## src/rtl/issue_queue_if.sv

```systemverilog
// Handshake bundle for the dual-issue instruction queue: the fetch side,
// the issue side with its flow control, and the occupancy outputs.
interface issue_queue_if #(
  parameter int DEPTH = 8,
  parameter int W     = 32
);
  localparam int CW = $clog2(DEPTH) + 1;

  logic          in_valid;
  logic [W-1:0]  in_ins0;
  logic [W-1:0]  in_ins1;
  logic [W-1:0]  in_pc;
  logic          flush;
  logic          issue_en;
  logic          full;
  logic          out_valid0;
  logic          out_dual;
  logic [W-1:0]  out_ins0;
  logic [W-1:0]  out_ins1;
  logic [W-1:0]  out_pc0;
  logic [CW-1:0] count;

  // Front/back-end side: drives fetch pairs and control, observes issue.
  modport master (
    output in_valid, in_ins0, in_ins1, in_pc, flush, issue_en,
    input  full, out_valid0, out_dual, out_ins0, out_ins1, out_pc0, count
  );

  // Queue side.
  modport slave (
    input  in_valid, in_ins0, in_ins1, in_pc, flush, issue_en,
    output full, out_valid0, out_dual, out_ins0, out_ins1, out_pc0, count
  );
endinterface

```

## src/rtl/issue_queue.sv

```systemverilog
// Dual-issue instruction queue: accepts fetched instruction pairs into a
// circular buffer and issues one or two in-order instructions per cycle,
// pairing only when the second is independent of the first.
module issue_queue #(
  parameter int DEPTH = 8,
  parameter int W     = 32
) (
  input logic        clk,
  input logic        rst,
  issue_queue_if.slave bus
);
  localparam int AW = $clog2(DEPTH);
  localparam int CW = AW + 1;
  localparam logic [AW-1:0] PTR_ONE = AW'(1);
  localparam logic [CW-1:0] CNT_ONE = CW'(1);
  localparam logic [CW-1:0] CNT_TWO = CW'(2);
  localparam logic [CW-1:0] FULL_AT = CW'(DEPTH - 2);
  localparam logic [W-1:0]  PC_ONE  = W'(1);

  logic [W-1:0]  ins_mem [DEPTH];
  logic [W-1:0]  pc_mem  [DEPTH];
  logic [AW-1:0] head;
  logic [AW-1:0] tail;
  logic [CW-1:0] cnt;

  logic [AW-1:0] head_nx;
  logic [AW-1:0] tail_nx;
  logic [W-1:0]  head_ins;
  logic [W-1:0]  next_ins;
  logic          full_c;
  logic          do_enq;
  logic          do_iss;
  logic          do_dual;
  logic [CW-1:0] enq_n;
  logic [CW-1:0] iss_n;

  // jr, jal and beq redirect fetch, so they always issue alone.
  function automatic logic is_ctrl(input logic [W-1:0] ins);
    return (ins[31:26] == 6'b000000 && ins[5:0] == 6'b001000) ||
           (ins[31:26] == 6'b000011) || (ins[31:26] == 6'b000100);
  endfunction

  // Loads/stores go only to ALU1, which owns the memory port.
  function automatic logic is_mem(input logic [W-1:0] ins);
    return (ins[31:26] == 6'b100011) || (ins[31:26] == 6'b101011);
  endfunction

  // Register written by an instruction; 0 means no architectural write.
  function automatic logic [4:0] dest_of(input logic [W-1:0] ins);
    if (ins[31:26] == 6'b000000)
      return ins[15:11];
    else if (ins[31:26] == 6'b001000 || ins[31:26] == 6'b100011)
      return ins[20:16];
    else if (ins[31:26] == 6'b000011)
      return 5'd31;
    else
      return 5'd0;
  endfunction

  // The younger instruction may ride along only with no control flow,
  // no memory access and no RAW/WAW dependence on the older one.
  function automatic logic pair_ok(input logic [W-1:0] a, input logic [W-1:0] b);
    logic [4:0] d;
    logic       raw;
    logic       waw;
    d   = dest_of(a);
    raw = (d != 5'd0) && (d == b[25:21] || d == b[20:16]);
    waw = (d != 5'd0) && (d == dest_of(b));
    return !is_ctrl(a) && !is_ctrl(b) && !is_mem(b) && !raw && !waw;
  endfunction

  assign head_nx  = head + PTR_ONE;
  assign tail_nx  = tail + PTR_ONE;
  assign head_ins = ins_mem[head];
  assign next_ins = ins_mem[head_nx];

  // Pairs are written two at a time, so fewer than two free slots is full.
  assign full_c  = cnt > FULL_AT;
  assign do_enq  = bus.in_valid && !bus.flush && !full_c;
  assign do_iss  = bus.issue_en && !bus.flush && (cnt != '0);
  assign do_dual = do_iss && (cnt >= CNT_TWO) && pair_ok(head_ins, next_ins);
  assign enq_n   = do_enq ? CNT_TWO : '0;
  assign iss_n   = do_dual ? CNT_TWO : (do_iss ? CNT_ONE : '0);

  assign bus.full  = full_c;
  assign bus.count = cnt;

  // Entry storage: payload only, contents are don't-care after reset.
  always_ff @(posedge clk) begin
    if (do_enq) begin
      ins_mem[tail]    <= bus.in_ins0;
      ins_mem[tail_nx] <= bus.in_ins1;
      pc_mem[tail]     <= bus.in_pc;
      pc_mem[tail_nx]  <= bus.in_pc + PC_ONE;
    end
  end

  // Pointer and occupancy bookkeeping; flush empties by snapping head to tail.
  always_ff @(posedge clk or negedge rst) begin
    if (!rst) begin
      head <= '0;
      tail <= '0;
      cnt  <= '0;
    end else if (bus.flush) begin
      head <= tail;
      cnt  <= '0;
    end else begin
      if (do_enq)
        tail <= tail + AW'(2);
      if (do_dual)
        head <= head + AW'(2);
      else if (do_iss)
        head <= head_nx;
      cnt <= cnt + enq_n - iss_n;
    end
  end

  // Registered issue outputs; idle cycles present NOPs while the PC holds.
  always_ff @(posedge clk or negedge rst) begin
    if (!rst) begin
      bus.out_valid0 <= 1'b0;
      bus.out_dual   <= 1'b0;
      bus.out_ins0   <= '0;
      bus.out_ins1   <= '0;
      bus.out_pc0    <= '0;
    end else if (do_iss) begin
      bus.out_valid0 <= 1'b1;
      bus.out_dual   <= do_dual;
      bus.out_ins0   <= head_ins;
      bus.out_ins1   <= do_dual ? next_ins : '0;
      bus.out_pc0    <= pc_mem[head];
    end else begin
      bus.out_valid0 <= 1'b0;
      bus.out_dual   <= 1'b0;
      bus.out_ins0   <= '0;
      bus.out_ins1   <= '0;
    end
  end
endmodule

```

## src/flat_wrapper.sv

```systemverilog
// flat-port wrapper written by rule: the top's interface ports become plain ports
module issue_queue_flat 
#(
  parameter int DEPTH = 8,
  parameter int W     = 32
)
  (clk, rst, bus_in_valid, bus_in_ins0, bus_in_ins1, bus_in_pc, bus_flush, bus_issue_en, bus_full, bus_out_valid0, bus_out_dual, bus_out_ins0, bus_out_ins1, bus_out_pc0, bus_count);
  issue_queue_if #(.DEPTH(DEPTH), .W(W)) bus_i ();
  input logic clk;
  input logic rst;
  input wire logic [$bits(bus_i.in_valid)-1:0] bus_in_valid;
  input wire logic [$bits(bus_i.in_ins0)-1:0] bus_in_ins0;
  input wire logic [$bits(bus_i.in_ins1)-1:0] bus_in_ins1;
  input wire logic [$bits(bus_i.in_pc)-1:0] bus_in_pc;
  input wire logic [$bits(bus_i.flush)-1:0] bus_flush;
  input wire logic [$bits(bus_i.issue_en)-1:0] bus_issue_en;
  output wire logic [$bits(bus_i.full)-1:0] bus_full;
  output wire logic [$bits(bus_i.out_valid0)-1:0] bus_out_valid0;
  output wire logic [$bits(bus_i.out_dual)-1:0] bus_out_dual;
  output wire logic [$bits(bus_i.out_ins0)-1:0] bus_out_ins0;
  output wire logic [$bits(bus_i.out_ins1)-1:0] bus_out_ins1;
  output wire logic [$bits(bus_i.out_pc0)-1:0] bus_out_pc0;
  output wire logic [$bits(bus_i.count)-1:0] bus_count;
  assign bus_i.in_valid = bus_in_valid;
  assign bus_i.in_ins0 = bus_in_ins0;
  assign bus_i.in_ins1 = bus_in_ins1;
  assign bus_i.in_pc = bus_in_pc;
  assign bus_i.flush = bus_flush;
  assign bus_i.issue_en = bus_issue_en;
  assign bus_full = bus_i.full;
  assign bus_out_valid0 = bus_i.out_valid0;
  assign bus_out_dual = bus_i.out_dual;
  assign bus_out_ins0 = bus_i.out_ins0;
  assign bus_out_ins1 = bus_i.out_ins1;
  assign bus_out_pc0 = bus_i.out_pc0;
  assign bus_count = bus_i.count;
  issue_queue #(.DEPTH(DEPTH), .W(W)) u_core (.clk(clk), .rst(rst), .bus(bus_i));
endmodule
```

## config.mk

```make
export PLATFORM = sky130hd
export DESIGN_NAME = issue_queue_flat
export DESIGN_NICKNAME = d
export VERILOG_FILES = /design/src/rtl/issue_queue_if.sv /design/src/rtl/issue_queue.sv /design/src/flat_wrapper.sv
export SDC_FILE = /design/constraint.sdc
export NUM_CORES = 1
export LEC_CHECK = 0
export CORE_MARGIN = 2
export CORE_UTILIZATION = 53
export CTS_BUF_LIST = sky130_fd_sc_hd__clkbuf_16
export CTS_CLUSTER_SIZE = 40
export DETAILED_ROUTE_END_ITERATION = 7
export MAX_ROUTING_LAYER = met4
export PLACE_DENSITY_LB_ADDON = 0.2
export SLEW_MARGIN = 10
export SYNTH_ARGS = -nofsm -noshare
export SYNTH_HDL_FRONTEND = slang
export SYNTH_SLANG_ARGS = --single-unit
export TNS_END_PERCENT = 100
```

## constraint.sdc

```tcl
create_clock -name clk -period 4.6 [get_ports clk]
set_clock_uncertainty 0.05 [all_clocks]
set_input_delay 1.38 -clock clk [delete_from_list [all_inputs] [get_ports clk]]
set_output_delay 1.38 -clock clk [all_outputs]
set_load 0.02 [all_outputs]
```

==> metrics.cfg, run 1 <==
[synthesis]
syn-cell-area_um2=26400
yosysUniqueCellTypes=56
synth_edf_count=512
syn_nets=1673
ys_seq_area_frac=0.685
synthCells=1560
avgSynthCellArea_um2=16.9
async_reset_ff_frac=0.173
yosysWarnings=0
synth_ff_type=edfxtp_1
ys_seq_elements=619

[floorplanning]
die_x_um=227
design.core.area_um2=49100
dieHeight_um=227
io_pins=204
die-area_um2=51500
initial_core_util=0.537
rows=81

[global_routing]
use_met2=0.404
grt_antenna_before_repair=7
gr-usage-met1=0.316
grt.total_usage=0.248
grt.overflow.total=0
use_met3=0.0555
grt_first_pass_wirelength_mm=92.0
grt_pass1_vias=15800
top_usage_layer=met2
grt_max_degree=87

[sta]
tns_ns=0
max_freq_mhz=224
maxSlewHeadroom=0.223
hold_viol_final=0
hold_slack_ns=0.424
worstMarginPinSlew_ns=1.17
fin_ws_ns=0.134
grt_setup_unrepaired=true
finalCriticalPeriod_ns=4.47
setup_viol=0
slew_violations=0
period_share=0.971

[cts]
clock_latency_ns=0.59
clockRootBuffer=clkbuf_16
clk_pin_slew_worst_paths_ns=0.06
h-tree-depth=3
cts_tree=built
cts.path.max_buffers=3
cts.sinks=619
cts_made_buffers=66

[final_layout]
nFillCells=3447
syn_to_final_growth_pct=23.9
fin_util=0.666
layout.nets=2016
fin_area_um2=32600
drive_gt1_frac=0.225

[run_status]
status=completed

[worst_setup_path]
crit_path_end_kind=flop
cp_max_fo=6
worst_ep_arrival_time_ns=4.88
worstRegToRegCells=18
startpoint_type=flop
cp.required_ns=5.02
crit_type=flop to flop

[pwr]
vdd_ir_drop_max_mv=0.371
switching_share=0.331
p_seq_frac=0.343
clkPwrFrac=0.240
pwr-share-comb=0.417
intPower_mw=14.1
p_per_area_nw_per_um2=644
p_sw_mw=6.97
leakage_nw=11.6

[place]
routabilityCongestion=0.879
port_buffers=203
place_area_um2=30000
dp_slack_ns=-0.0487
post-dp-hpwl_mm=38.3

[routing]
first_pass_iters=6
vias=15400
drc=0
postRouteWirelength_mm=61.2
final_antenna_net_count=0
via_per_inst=5.86
wl_per_cell_um=23.3
drt_iter0_drc=1275

[run]
drv_cap=0

[hold_path]
hp-class=flop to flop
min_path_cells=2

-- power groups by stage --
stage | logic [mW] | registers (mW) | clock network [mW]
3_3_place_gp | 8.03 | 7.31 | 0
4_1_cts | 8.18 | 7.24 | 5.13
2_1_floorplan | 4.51 | 7.64 | 0
6_report | 8.78 | 7.21 | 5.04
3_5_place_dp | 8.10 | 7.34 | 0
5_1_grt | 9.40 | 7.28 | 5.35
-- layer usage --
layer	share of wire	wire length [um]	vias up
met1	0.40	24700	7895
met2	0.50	30600	562
li1	-	-	6835
met4	0.022	1350	0
met5	0	0	-
met3	0.076	4640	100
-- worst max-delay path: stages, from the launching register on --
cell and delay, ns:
dfrtp_4 0.52, buf_4 0.16, buf_12 0.12, mux4_2 0.44
mux2i_4 0.23, nand4b_1 0.15, buf_6 0.18, or3_4 0.38
and3_4 0.18, xnor2_1 0.12, nand4_1 0.11, o221ai_2 0.14
or2_4 0.29, fa_1 0.49, ha_1 0.14, inv_1 0.05
fa_1 0.37, xnor2_1 0.17, nor2_1 0.05
-- cells in the mapped netlist (all sizes together) (15+ instances only) --
cell type / instances / area share
a21oi: 26 / 0.0049
a22oi: 73 / 0.021
buf: 54 / 0.011
clkbuf: 34 / 0.0048
dfrtp: 107 / 0.10
edfxtp: 512 / 0.58
inv: 15 / 0.0022
mux2i: 178 / 0.069
mux4: 130 / 0.11
nand2: 131 / 0.019
nand3: 47 / 0.0089
nor2: 75 / 0.011
nor3: 24 / 0.0047
xnor2: 34 / 0.011
-- what timing repair did --
item,4_1_cts,5_1_grt
endpoints found under the setup margin,2,2
gates resized for setup,2,57
setup buffers,3,32
pin swaps,1,27
hold buffers,0,0
-- cell type report --
class,count,area [um^2],share of cell area
clock inverter,49,294,0.00901
clock buffer,71,1780,0.0544
antenna,6,15.0,0.000460
multi-input combinational,838,8080,0.247
tap,664,831,0.0254
timing repair buffer,363,3530,0.108
sequential,619,18100,0.553
inverter,15,58.8,0.00180
-- cells in the final DEF (no fill, tap or decap), types with 5 or more instances in the layout --
cell type / netlist / layout
a21oi_1: 26 / 26
a22oi_1: 73 / 71
and3_1: 12 / 11
buf_12: 0 / 20
buf_4: 7 / 133
buf_6: 4 / 6
clkbuf_16: 0 / 71
clkdlybuf4s50_1: 0 / 202
clkinv_1: 0 / 14
clkinv_2: 0 / 11
dfrtp_1: 107 / 104
diode_2: 0 / 6
edfxtp_1: 512 / 512
ha_1: 10 / 9
inv_1: 12 / 29
mux2i_1: 174 / 168
mux2i_2: 1 / 6
mux4_2: 130 / 130
nand2_1: 131 / 131
nand3_1: 47 / 47
nand4_1: 7 / 7
nor2_1: 75 / 72
nor3_1: 23 / 9
nor3_2: 1 / 10
nor3_4: 0 / 5
nor4_1: 8 / 8
o211ai_1: 7 / 7
o21ai_0: 12 / 7
o21ai_1: 1 / 5
o31a_1: 5 / 5
xnor2_1: 34 / 34
xor2_1: 6 / 6
-- cell families (layout without fill, tap and decap cells) --
| kind of cell | count (synthesis) | after routing | share of synthesized area |
|---|---|---|---|
| XOR/XNOR | 41 | 41 | 0.0139 |
| buffers and inverters | 103 | 498 | 0.0185 |
| other | 0 | 6 | 0 |
| adder cells (fa/ha/maj) | 12 | 12 | 0.00627 |
| AO/OA/AOI/OAI | 140 | 140 | 0.0378 |
| AND/OR/NAND/NOR | 335 | 335 | 0.0574 |
| flip-flops | 619 | 619 | 0.685 |
| multiplexers | 310 | 310 | 0.181 |
-- per-stage QoR --
step / instances / power (mW)
3_3_place_gp: 2465 / 15.3
3_5_place_dp: 2465 / 15.4
4_1_cts: 2588 / 20.5
5_1_grt: 2625 / 22.0
6_report: 2625 / 21.0
2_1_floorplan: 1560 / 12.1
-- worst paths after layout --
check	start	endpoint	slack, ns
min in group asynchronous	rst	u_core.bus.out_ins1[2]$_DFF_PN0_	0.86
max in group asynchronous	rst	u_core.bus.out_pc0[0]$_DFFE_PN0P_	2.81
setup reg to reg	u_core.head[1]$_DFFE_PN0P_	u_core.bus.count[3]$_DFF_PN0_	0.13
hold reg to reg	u_core.bus.out_pc0[19]$_DFFE_PN0P_	u_core.bus.out_pc0[19]$_DFFE_PN0P_	0.42
hold / removal	u_core.bus.out_pc0[19]$_DFFE_PN0P_	u_core.bus.out_pc0[19]$_DFFE_PN0P_	0.42
setup / recovery	u_core.head[1]$_DFFE_PN0P_	u_core.bus.count[3]$_DFF_PN0_	0.13
-- flip-flops by register name, summed over array words and instances, names as in the netlist --
register               cells
u_core.bus.out_ins1       32
u_core.bus.out_valid0      1
u_core.ins_mem           256
u_core.tail                2
u_core.bus.out_ins0       32
u_core.head                3
u_core.bus.count           4
u_core.pc_mem            256
u_core.bus.out_dual        1
u_core.bus.out_pc0        32
Power figures use the tool's default switching activity.
==> run 2: changes to the inputs <==
- ABC_CLOCK_PERIOD_IN_PS: unset -> 4600
==> results of run 2 <==
Same layout as run 1: the final DEF is identical, and so are final timing and power.
